**config.mk**
```make
export PLATFORM = sky130hd
export DESIGN_NAME = vga_pmod_monitor
export DESIGN_NICKNAME = d
export VERILOG_FILES = /design/src/rtl/vga_mon_pkg.sv /design/src/rtl/crc16_6b.sv /design/src/rtl/vga_pmod_monitor.sv
export SDC_FILE = /design/constraint.sdc
export NUM_CORES = 1
export LEC_CHECK = 0
export ABC_AREA = 0
export BUFFER_PORTS_ARGS = -buffer_cell sky130_fd_sc_hd__buf_4
export CAP_MARGIN = 20
export CORE_ASPECT_RATIO = 1.2
export CORE_UTILIZATION = 35
export DETAILED_ROUTE_END_ITERATION = 12
export HOLD_SLACK_MARGIN = 0.06
export PLACE_DENSITY_LB_ADDON = 0.05
export SLEW_MARGIN = 10
export SYNTH_ARGS = -nofsm -noshare
export SYNTH_HDL_FRONTEND = slang
export SYNTH_SLANG_ARGS = --single-unit
```
**constraint.sdc**
```tcl
create_clock -name clk -period 3.15 [get_ports clk]
set_clock_uncertainty 0.05 [all_clocks]
set_input_delay 0.4725 -clock clk [delete_from_list [all_inputs] [get_ports clk]]
set_output_delay 0.4725 -clock clk [all_outputs]
set_load 0.02 [all_outputs]
```
**src/rtl/vga_mon_pkg.sv**
```systemverilog
// rtl/vga_mon_pkg.sv - shared constants, widths and state type for the VGA PMOD monitor
package vga_mon_pkg;

    localparam int PIX_R1 = 0;
    localparam int PIX_G1 = 1;
    localparam int PIX_B1 = 2;
    localparam int PIX_VS = 3;
    localparam int PIX_R0 = 4;
    localparam int PIX_G0 = 5;
    localparam int PIX_B0 = 6;
    localparam int PIX_HS = 7;

    localparam int HCNT_W = 11;
    localparam int VCNT_W = 10;
    localparam int CRC_W  = 16;

    localparam logic [HCNT_W-1:0] HCNT_MAX = '1;
    localparam logic [VCNT_W-1:0] VCNT_MAX = '1;

    localparam logic [CRC_W-1:0] CRC_POLY = 16'h1021;
    localparam logic [CRC_W-1:0] CRC_SEED = 16'hFFFF;

    typedef enum logic {
        SEEK,
        MEASURE
    } state_e;

    function automatic logic [HCNT_W-1:0] sat_inc_h(input logic [HCNT_W-1:0] v);
        return (v == HCNT_MAX) ? v : v + HCNT_W'(1);
    endfunction

    function automatic logic [VCNT_W-1:0] sat_inc_v(input logic [VCNT_W-1:0] v);
        return (v == VCNT_MAX) ? v : v + VCNT_W'(1);
    endfunction

endpackage

```
**src/rtl/crc16_6b.sv**
```systemverilog
// rtl/crc16_6b.sv - combinational CRC-16-CCITT step over 6 data bits, MSB first
module crc16_6b
    import vga_mon_pkg::*;
(
    input  logic [CRC_W-1:0] crc_i,
    input  logic [5:0]       data_i,
    output logic [CRC_W-1:0] crc_o
);

    logic [CRC_W-1:0] acc;

    always_comb begin
        acc = crc_i;
        for (int i = 5; i >= 0; i--) begin
            if (acc[CRC_W-1] ^ data_i[i]) begin
                acc = {acc[CRC_W-2:0], 1'b0} ^ CRC_POLY;
            end else begin
                acc = {acc[CRC_W-2:0], 1'b0};
            end
        end
        crc_o = acc;
    end

endmodule

```
**src/rtl/vga_pmod_monitor.sv**
```systemverilog
// rtl/vga_pmod_monitor.sv - passive TinyVGA PMOD receiver: line/frame timing, per-frame CRC, lock
module vga_pmod_monitor
    import vga_mon_pkg::*;
#(
    parameter int H_TOTAL_EXP     = 800,
    parameter int HSYNC_W_EXP     = 96,
    parameter int V_TOTAL_EXP     = 525,
    parameter int VSYNC_W_EXP     = 2,
    parameter bit SYNC_ACTIVE_LOW = 1'b1
) (
    input  logic        clk,
    input  logic        rst,
    input  logic [7:0]  vga_in,
    output logic        frame_valid,
    output logic [10:0] h_total,
    output logic [10:0] h_sync_w,
    output logic [9:0]  v_total,
    output logic [9:0]  v_sync_w,
    output logic        h_stable,
    output logic [15:0] crc,
    output logic        locked,
    output logic [7:0]  frame_count
);

    logic              hs_q, hs_prev_q, vs_q, vs_prev_q;
    logic [5:0]        pix_q;
    state_e            state_q;

    logic [HCNT_W-1:0] hcnt_q, hsw_cnt_q, hsw_q, ref_q, last_len_q;
    logic              line_ok_q, ref_valid_q, stable_q, match_prev_q;
    logic [VCNT_W-1:0] vcnt_q, vscnt_q;
    logic [CRC_W-1:0]  crc_q, crc_next;

    logic              frame_valid_q, h_stable_q, locked_q;
    logic [HCNT_W-1:0] h_total_q, h_sync_w_q;
    logic [VCNT_W-1:0] v_total_q, v_sync_w_q;
    logic [CRC_W-1:0]  crc_out_q;
    logic [7:0]        frame_count_q;

    logic              hs_rise, hs_fall, vs_rise, take_len, sat, match;
    logic [HCNT_W-1:0] hcnt_d, hsw_cnt_d, hsw_d, ref_d, last_len_d;
    logic              line_ok_d, ref_valid_d, stable_d;
    logic [VCNT_W-1:0] vcnt_d, vscnt_d;
    logic [CRC_W-1:0]  crc_d;

    assign hs_rise = hs_q & ~hs_prev_q;
    assign hs_fall = ~hs_q & hs_prev_q;
    assign vs_rise = vs_q & ~vs_prev_q;

    crc16_6b u_crc (
        .crc_i  (crc_q),
        .data_i (pix_q),
        .crc_o  (crc_next)
    );

    // HSYNC processing is evaluated first so that a line ending on the
    // same clock as a VSYNC edge still belongs to the frame that is closing.
    always_comb begin
        hcnt_d      = hs_rise ? HCNT_W'(1) : sat_inc_h(hcnt_q);
        line_ok_d   = line_ok_q | hs_rise;
        hsw_cnt_d   = hs_q ? (hs_rise ? HCNT_W'(1) : sat_inc_h(hsw_cnt_q)) : '0;
        hsw_d       = hs_fall ? hsw_cnt_q : hsw_q;
        vcnt_d      = hs_rise ? sat_inc_v(vcnt_q) : vcnt_q;
        vscnt_d     = (hs_rise && vs_q) ? sat_inc_v(vscnt_q) : vscnt_q;
        take_len    = hs_rise & line_ok_q;
        last_len_d  = take_len ? hcnt_q : last_len_q;
        ref_valid_d = ref_valid_q | take_len;
        ref_d       = (take_len && !ref_valid_q) ? hcnt_q : ref_q;
        stable_d    = stable_q & ~(take_len & ref_valid_q & (hcnt_q != ref_q));
        crc_d       = (!hs_q && !vs_q) ? crc_next : crc_q;

        sat   = (last_len_d == HCNT_MAX) || (hsw_d == HCNT_MAX)
             || (vcnt_d == VCNT_MAX) || (vscnt_d == VCNT_MAX);
        match = !sat && ref_valid_d && stable_d
             && (last_len_d == HCNT_W'(H_TOTAL_EXP))
             && (hsw_d == HCNT_W'(HSYNC_W_EXP))
             && (vcnt_d == VCNT_W'(V_TOTAL_EXP))
             && (vscnt_d == VCNT_W'(VSYNC_W_EXP));
    end

    always_ff @(posedge clk) begin
        if (rst) begin
            // Syncs reset to "asserted" so a pin already in sync cannot fake an edge.
            hs_q          <= 1'b1;
            hs_prev_q     <= 1'b1;
            vs_q          <= 1'b1;
            vs_prev_q     <= 1'b1;
            pix_q         <= '0;
            state_q       <= SEEK;
            hcnt_q        <= '0;
            hsw_cnt_q     <= '0;
            hsw_q         <= '0;
            ref_q         <= '0;
            last_len_q    <= '0;
            line_ok_q     <= 1'b0;
            ref_valid_q   <= 1'b0;
            stable_q      <= 1'b0;
            match_prev_q  <= 1'b0;
            vcnt_q        <= '0;
            vscnt_q       <= '0;
            crc_q         <= CRC_SEED;
            frame_valid_q <= 1'b0;
            h_total_q     <= '0;
            h_sync_w_q    <= '0;
            v_total_q     <= '0;
            v_sync_w_q    <= '0;
            h_stable_q    <= 1'b0;
            crc_out_q     <= '0;
            locked_q      <= 1'b0;
            frame_count_q <= '0;
        end else begin
            hs_q      <= vga_in[PIX_HS] ^ SYNC_ACTIVE_LOW;
            vs_q      <= vga_in[PIX_VS] ^ SYNC_ACTIVE_LOW;
            hs_prev_q <= hs_q;
            vs_prev_q <= vs_q;
            pix_q     <= {vga_in[PIX_R1], vga_in[PIX_R0], vga_in[PIX_G1],
                          vga_in[PIX_G0], vga_in[PIX_B1], vga_in[PIX_B0]};

            frame_valid_q <= 1'b0;

            case (state_q)
                SEEK: begin
                    if (vs_rise) begin
                        state_q   <= MEASURE;
                        hcnt_q    <= hs_rise ? HCNT_W'(1) : '0;
                        line_ok_q <= hs_rise;
                        hsw_cnt_q <= HCNT_W'(hs_rise);
                        hsw_q     <= '0;
                    end
                end
                MEASURE: begin
                    hcnt_q      <= hcnt_d;
                    line_ok_q   <= line_ok_d;
                    hsw_cnt_q   <= hsw_cnt_d;
                    hsw_q       <= hsw_d;
                    vcnt_q      <= vcnt_d;
                    vscnt_q     <= vscnt_d;
                    last_len_q  <= last_len_d;
                    ref_valid_q <= ref_valid_d;
                    ref_q       <= ref_d;
                    stable_q    <= stable_d;
                    crc_q       <= crc_d;
                    if (vs_rise) begin
                        frame_valid_q <= 1'b1;
                        h_total_q     <= last_len_d;
                        h_sync_w_q    <= hsw_d;
                        v_total_q     <= vcnt_d;
                        v_sync_w_q    <= vscnt_d;
                        h_stable_q    <= stable_d & ref_valid_d;
                        crc_out_q     <= crc_q;
                        frame_count_q <= frame_count_q + 8'd1;
                        locked_q      <= match & match_prev_q;
                        match_prev_q  <= match;
                    end
                end
                default: state_q <= SEEK;
            endcase

            // The new frame begins on the same edge that closed the last one.
            if (vs_rise) begin
                vcnt_q      <= '0;
                vscnt_q     <= '0;
                last_len_q  <= '0;
                ref_valid_q <= 1'b0;
                ref_q       <= '0;
                stable_q    <= 1'b1;
                crc_q       <= CRC_SEED;
            end
        end
    end

    assign frame_valid = frame_valid_q;
    assign h_total     = h_total_q;
    assign h_sync_w    = h_sync_w_q;
    assign v_total     = v_total_q;
    assign v_sync_w    = v_sync_w_q;
    assign h_stable    = h_stable_q;
    assign crc         = crc_out_q;
    assign locked      = locked_q;
    assign frame_count = frame_count_q;

endmodule

```
==> metrics.md <==
| Metric | Value |
|---|---|
| Status | `finished with violations` |
| Failing checks | `design-rule violations` |
| DIE AREA | `22,900 um2` |
| Synth Register Bits | `175` |
| Slew Limit Fails | `0` |
| Row count | `59` |
| Input/output buffers | `78` |
| Finished Core Util | `0.426` |
| Setup-failing EPs final | `0` |
| Wirelength per Cell | `16.6 um` |
| Flop2flop setup slack | `0.27 ns` |
| Initial core utilization | `0.358` |
| Vias per cell | `5.12` |
| Startpoint types | `flip-flop` |
| Syn_nets | `973` |
| Max_cap viols | `0` |
| Fraction of layout cells with a size suffix above 1 | `0.161` |
| Largest net degree at the start of global routing | `55` |
| Leak | `3.59 nW` |
| Root buf cell | `clkbuf_16` |
| Post-synth top area cell | `dfxtp_1` |
| Post-synth EDFFs | `0` |
| Final ANT Viol Nets | `0` |
| Post-synth cell types | `59` |
| Worst Path Max Fanout | `10` |
| Detailed-route via count | `6,675` |
| Worst hold slack | `0.167 ns` |
| Peak VDD IR | `0.000388 V` |
| Detailed Place HPWL | `14.9 mm` |
| Setup repair bufs after CTS | `0` |
| Total power | `4.49 mW` |
| Die Wd | `138 um` |
| Number of global-route vias before repair | `6,421` |
| Post-Synthesis Cell Area | `7800 um2` |
| GRT Util Overall | `0.197` |
| Fin. Hold Viols | `0` |
| Ys flop type | `dfxtp_1` |
| Deepest clock path buffer count | `2` |
| IO Count | `79` |
| CP arrival | `3.17 ns` |
| Count of cells resized by post-cts repair | `0` |
| Initial antenna violation count | `0` |
| CTS tree | `built` |
| RR Startpoint | `hs_q` |
| Placed inst area | `8700 um2` |
| FFs w/ async S/R, synth | `0` |
| Synthesized area per cell | `8.14 um2` |
| CP startpoint | `hs_q` |
| CTS buffer count | `17` |
| Worst Hold Class | `in -> reg` |
| PwrDens | `484 nW/um2` |
| GR Overflow Total | `0` |
| Final worst slack | `0.271 ns` |
| Gp weighted congestion | `0.798` |
| Final Instance Count excl. Fillers | `1,303` |
| Post-route DRC violation count | `14` |
| N_diodes | `0` |
| DR iter-0 viols | `292` |
| Slew headroom | `0.350` |
| Reg clk slew, reported paths | `0.07 ns` |
| Die height | `166 um` |
| DP Worst Slack | `0.328 ns` |
| Critical path type | `reg -> reg` |
| Most common cell in the netlist | `nand2_1` |
| Clock Sinks | `175` |
| Post-Syn Instances | `958` |
| Critical Path RT | `3.44 ns` |
| CTS Hold Bufs | `0` |
| Worst Setup EP | `locked` |
| Part of the cycle the worst path needs | `0.914` |
| Crit path cell chain | `buf_4 -> nand3b_1 -> nand2_1 -> a222oi_1 -> o2111ai_1 -> or4_4 -> o41ai_2` |
| Worst setup EP type | `flip-flop` |
| Highest-delay cell along the critical path | `or4_4` |
| Clk_lat worst skew | `0.44 ns` |
| CP max stage delay | `0.59 ns` |
| Dpl cells | `1,270` |
| Synth area leaders | `dfxtp_1 (45%), nand2_1 (8.6%), a21oi_1 (6.1%)` |
| Capturing point of the worst reg2reg path | `locked` |
| Post-synth top area share | `0.449` |
| RSZ-0062 raised after global routing | `false` |
| Actual slew at the worst max-slew pin | `0.975 ns` |
| FF-to-FF path depth | `7` |
| Commonest cells post-synth | `nand2_1 (179), dfxtp_1 (175), nor2_1 (108), a21oi_1 (95), clkbuf_1 (59)` |
| Fin nets | `1,031` |
| Seq/Total Area, Yosys | `0.449` |
| Setup TNS | `0 ns` |
| Final Cell Area | `9280 um2` |
| First-pass GRT wire length | `35.1 mm` |
| FMAX | `0.347 GHz` |
| Total routed wirelength | `21.7 mm` |
| H-tree Lvls | `4` |
| Min Tclk post-route | `2.88 ns` |
| Syn-to-layout area delta | `19.0%` |
| Core Area | `21,800 um2` |
| TritonRoute pass-1 iters | `9` |
| YS warnings | `0` |
## flip-flops by register name (all words and copies together), names as in the netlist, 6 cells and up
signal       count
crc             16
crc_q           16
h_sync_w        11
h_total         11
hcnt_q          11
hsw_cnt_q       11
hsw_q           11
last_len_q      11
ref_q           11
v_sync_w        10
v_total         10
vcnt_q          10
vscnt_q         10
frame_count      8
pix_q            6
## worst max-delay path, delay by kind of cell, from the launching register on
kind                   cells  cell delay (ns)
AOI/OAI and AO/OA          3             1.02
buffers and inverters      1             0.20
DFF                        1             0.40
and+or+nand+nor            3             1.10
## final cells by class
type                       instances  area [um2]
multi-input combinational        704        3990
fill                            2301       12500
timing repair buffer             110         838
clock inverter                    15         148
clock buffer                      17         425
inverter                           8        30.0
sequential                       175        3500
tap                              274         343
## power breakdown
group | switching [mW] | internal (mW) | leakage, nW | total [mW]
combinational | 0.125 | 0.0629 | 1.90 | 0.188
clock | 1.01 | 1.05 | 0.273 | 2.06
sequential | 0.0141 | 2.23 | 1.41 | 2.24
## logic make-up (layout without fill, tap and decap cells)
kind of cell / after synthesis / count (layout) / share of synthesized area
compound gates: 184 / 184 / 0.144
xor+xnor: 57 / 57 / 0.0640
simple gates: 423 / 423 / 0.248
fa+ha+maj: 5 / 5 / 0.00802
buf+inv: 79 / 150 / 0.0403
mux: 35 / 35 / 0.0473
flops: 175 / 175 / 0.449
## cell usage in the layout, fill, tap and decap left out, types with 2 or more instances in the layout
master      count
nand2_1       178
dfxtp_1       175
buf_4         109
nor2_1        107
a21oi_1        95
xor2_1         33
o21ai_0        29
nand3_1        27
xnor2_1        24
and3_1         22
mux2i_1        20
nor3_1         17
clkbuf_16      17
nand4_1        14
mux2_2         14
a311oi_1       12
nor4_1         12
o211ai_1       11
nor2b_1         9
inv_1           8
or3_1           8
a211oi_1        7
a31oi_1         6
ha_1            5
inv_8           5
nand3b_1        4
and2_1          4
clkinv_4        4
o2111ai_1       3
a21o_1          3
nand2b_1        3
and3b_1         3
clkinvlp_4      3
nor3b_1         2
o21ai_1         2
o41ai_2         2
a21boi_0        2
and4_1          2
inv_6           2
## how the worst min path moves through the flow
stage                startpoint     endpoint  slack (ns)  depth (start not counted)
floorplan              crc_q[5]       crc[5]        0.39                          2
detailed placement  v_sync_w[3]  v_sync_w[3]        0.40                          2
global route          vga_in[3]         vs_q        0.16                          2
CTS                   vga_in[3]         vs_q        0.15                          2
global placement        crc[13]      crc[13]        0.40                          2
finish                vga_in[3]         vs_q        0.17                          2
## routing by layer
layer | share of wire | GRT usage
met5 | 0 | 0
met3 | 0.027 | 0.0297
met2 | 0.46 | 0.325
met4 | 0.018 | 0.0792
met1 | 0.50 | 0.259
(Power assumes the default switching activity.)
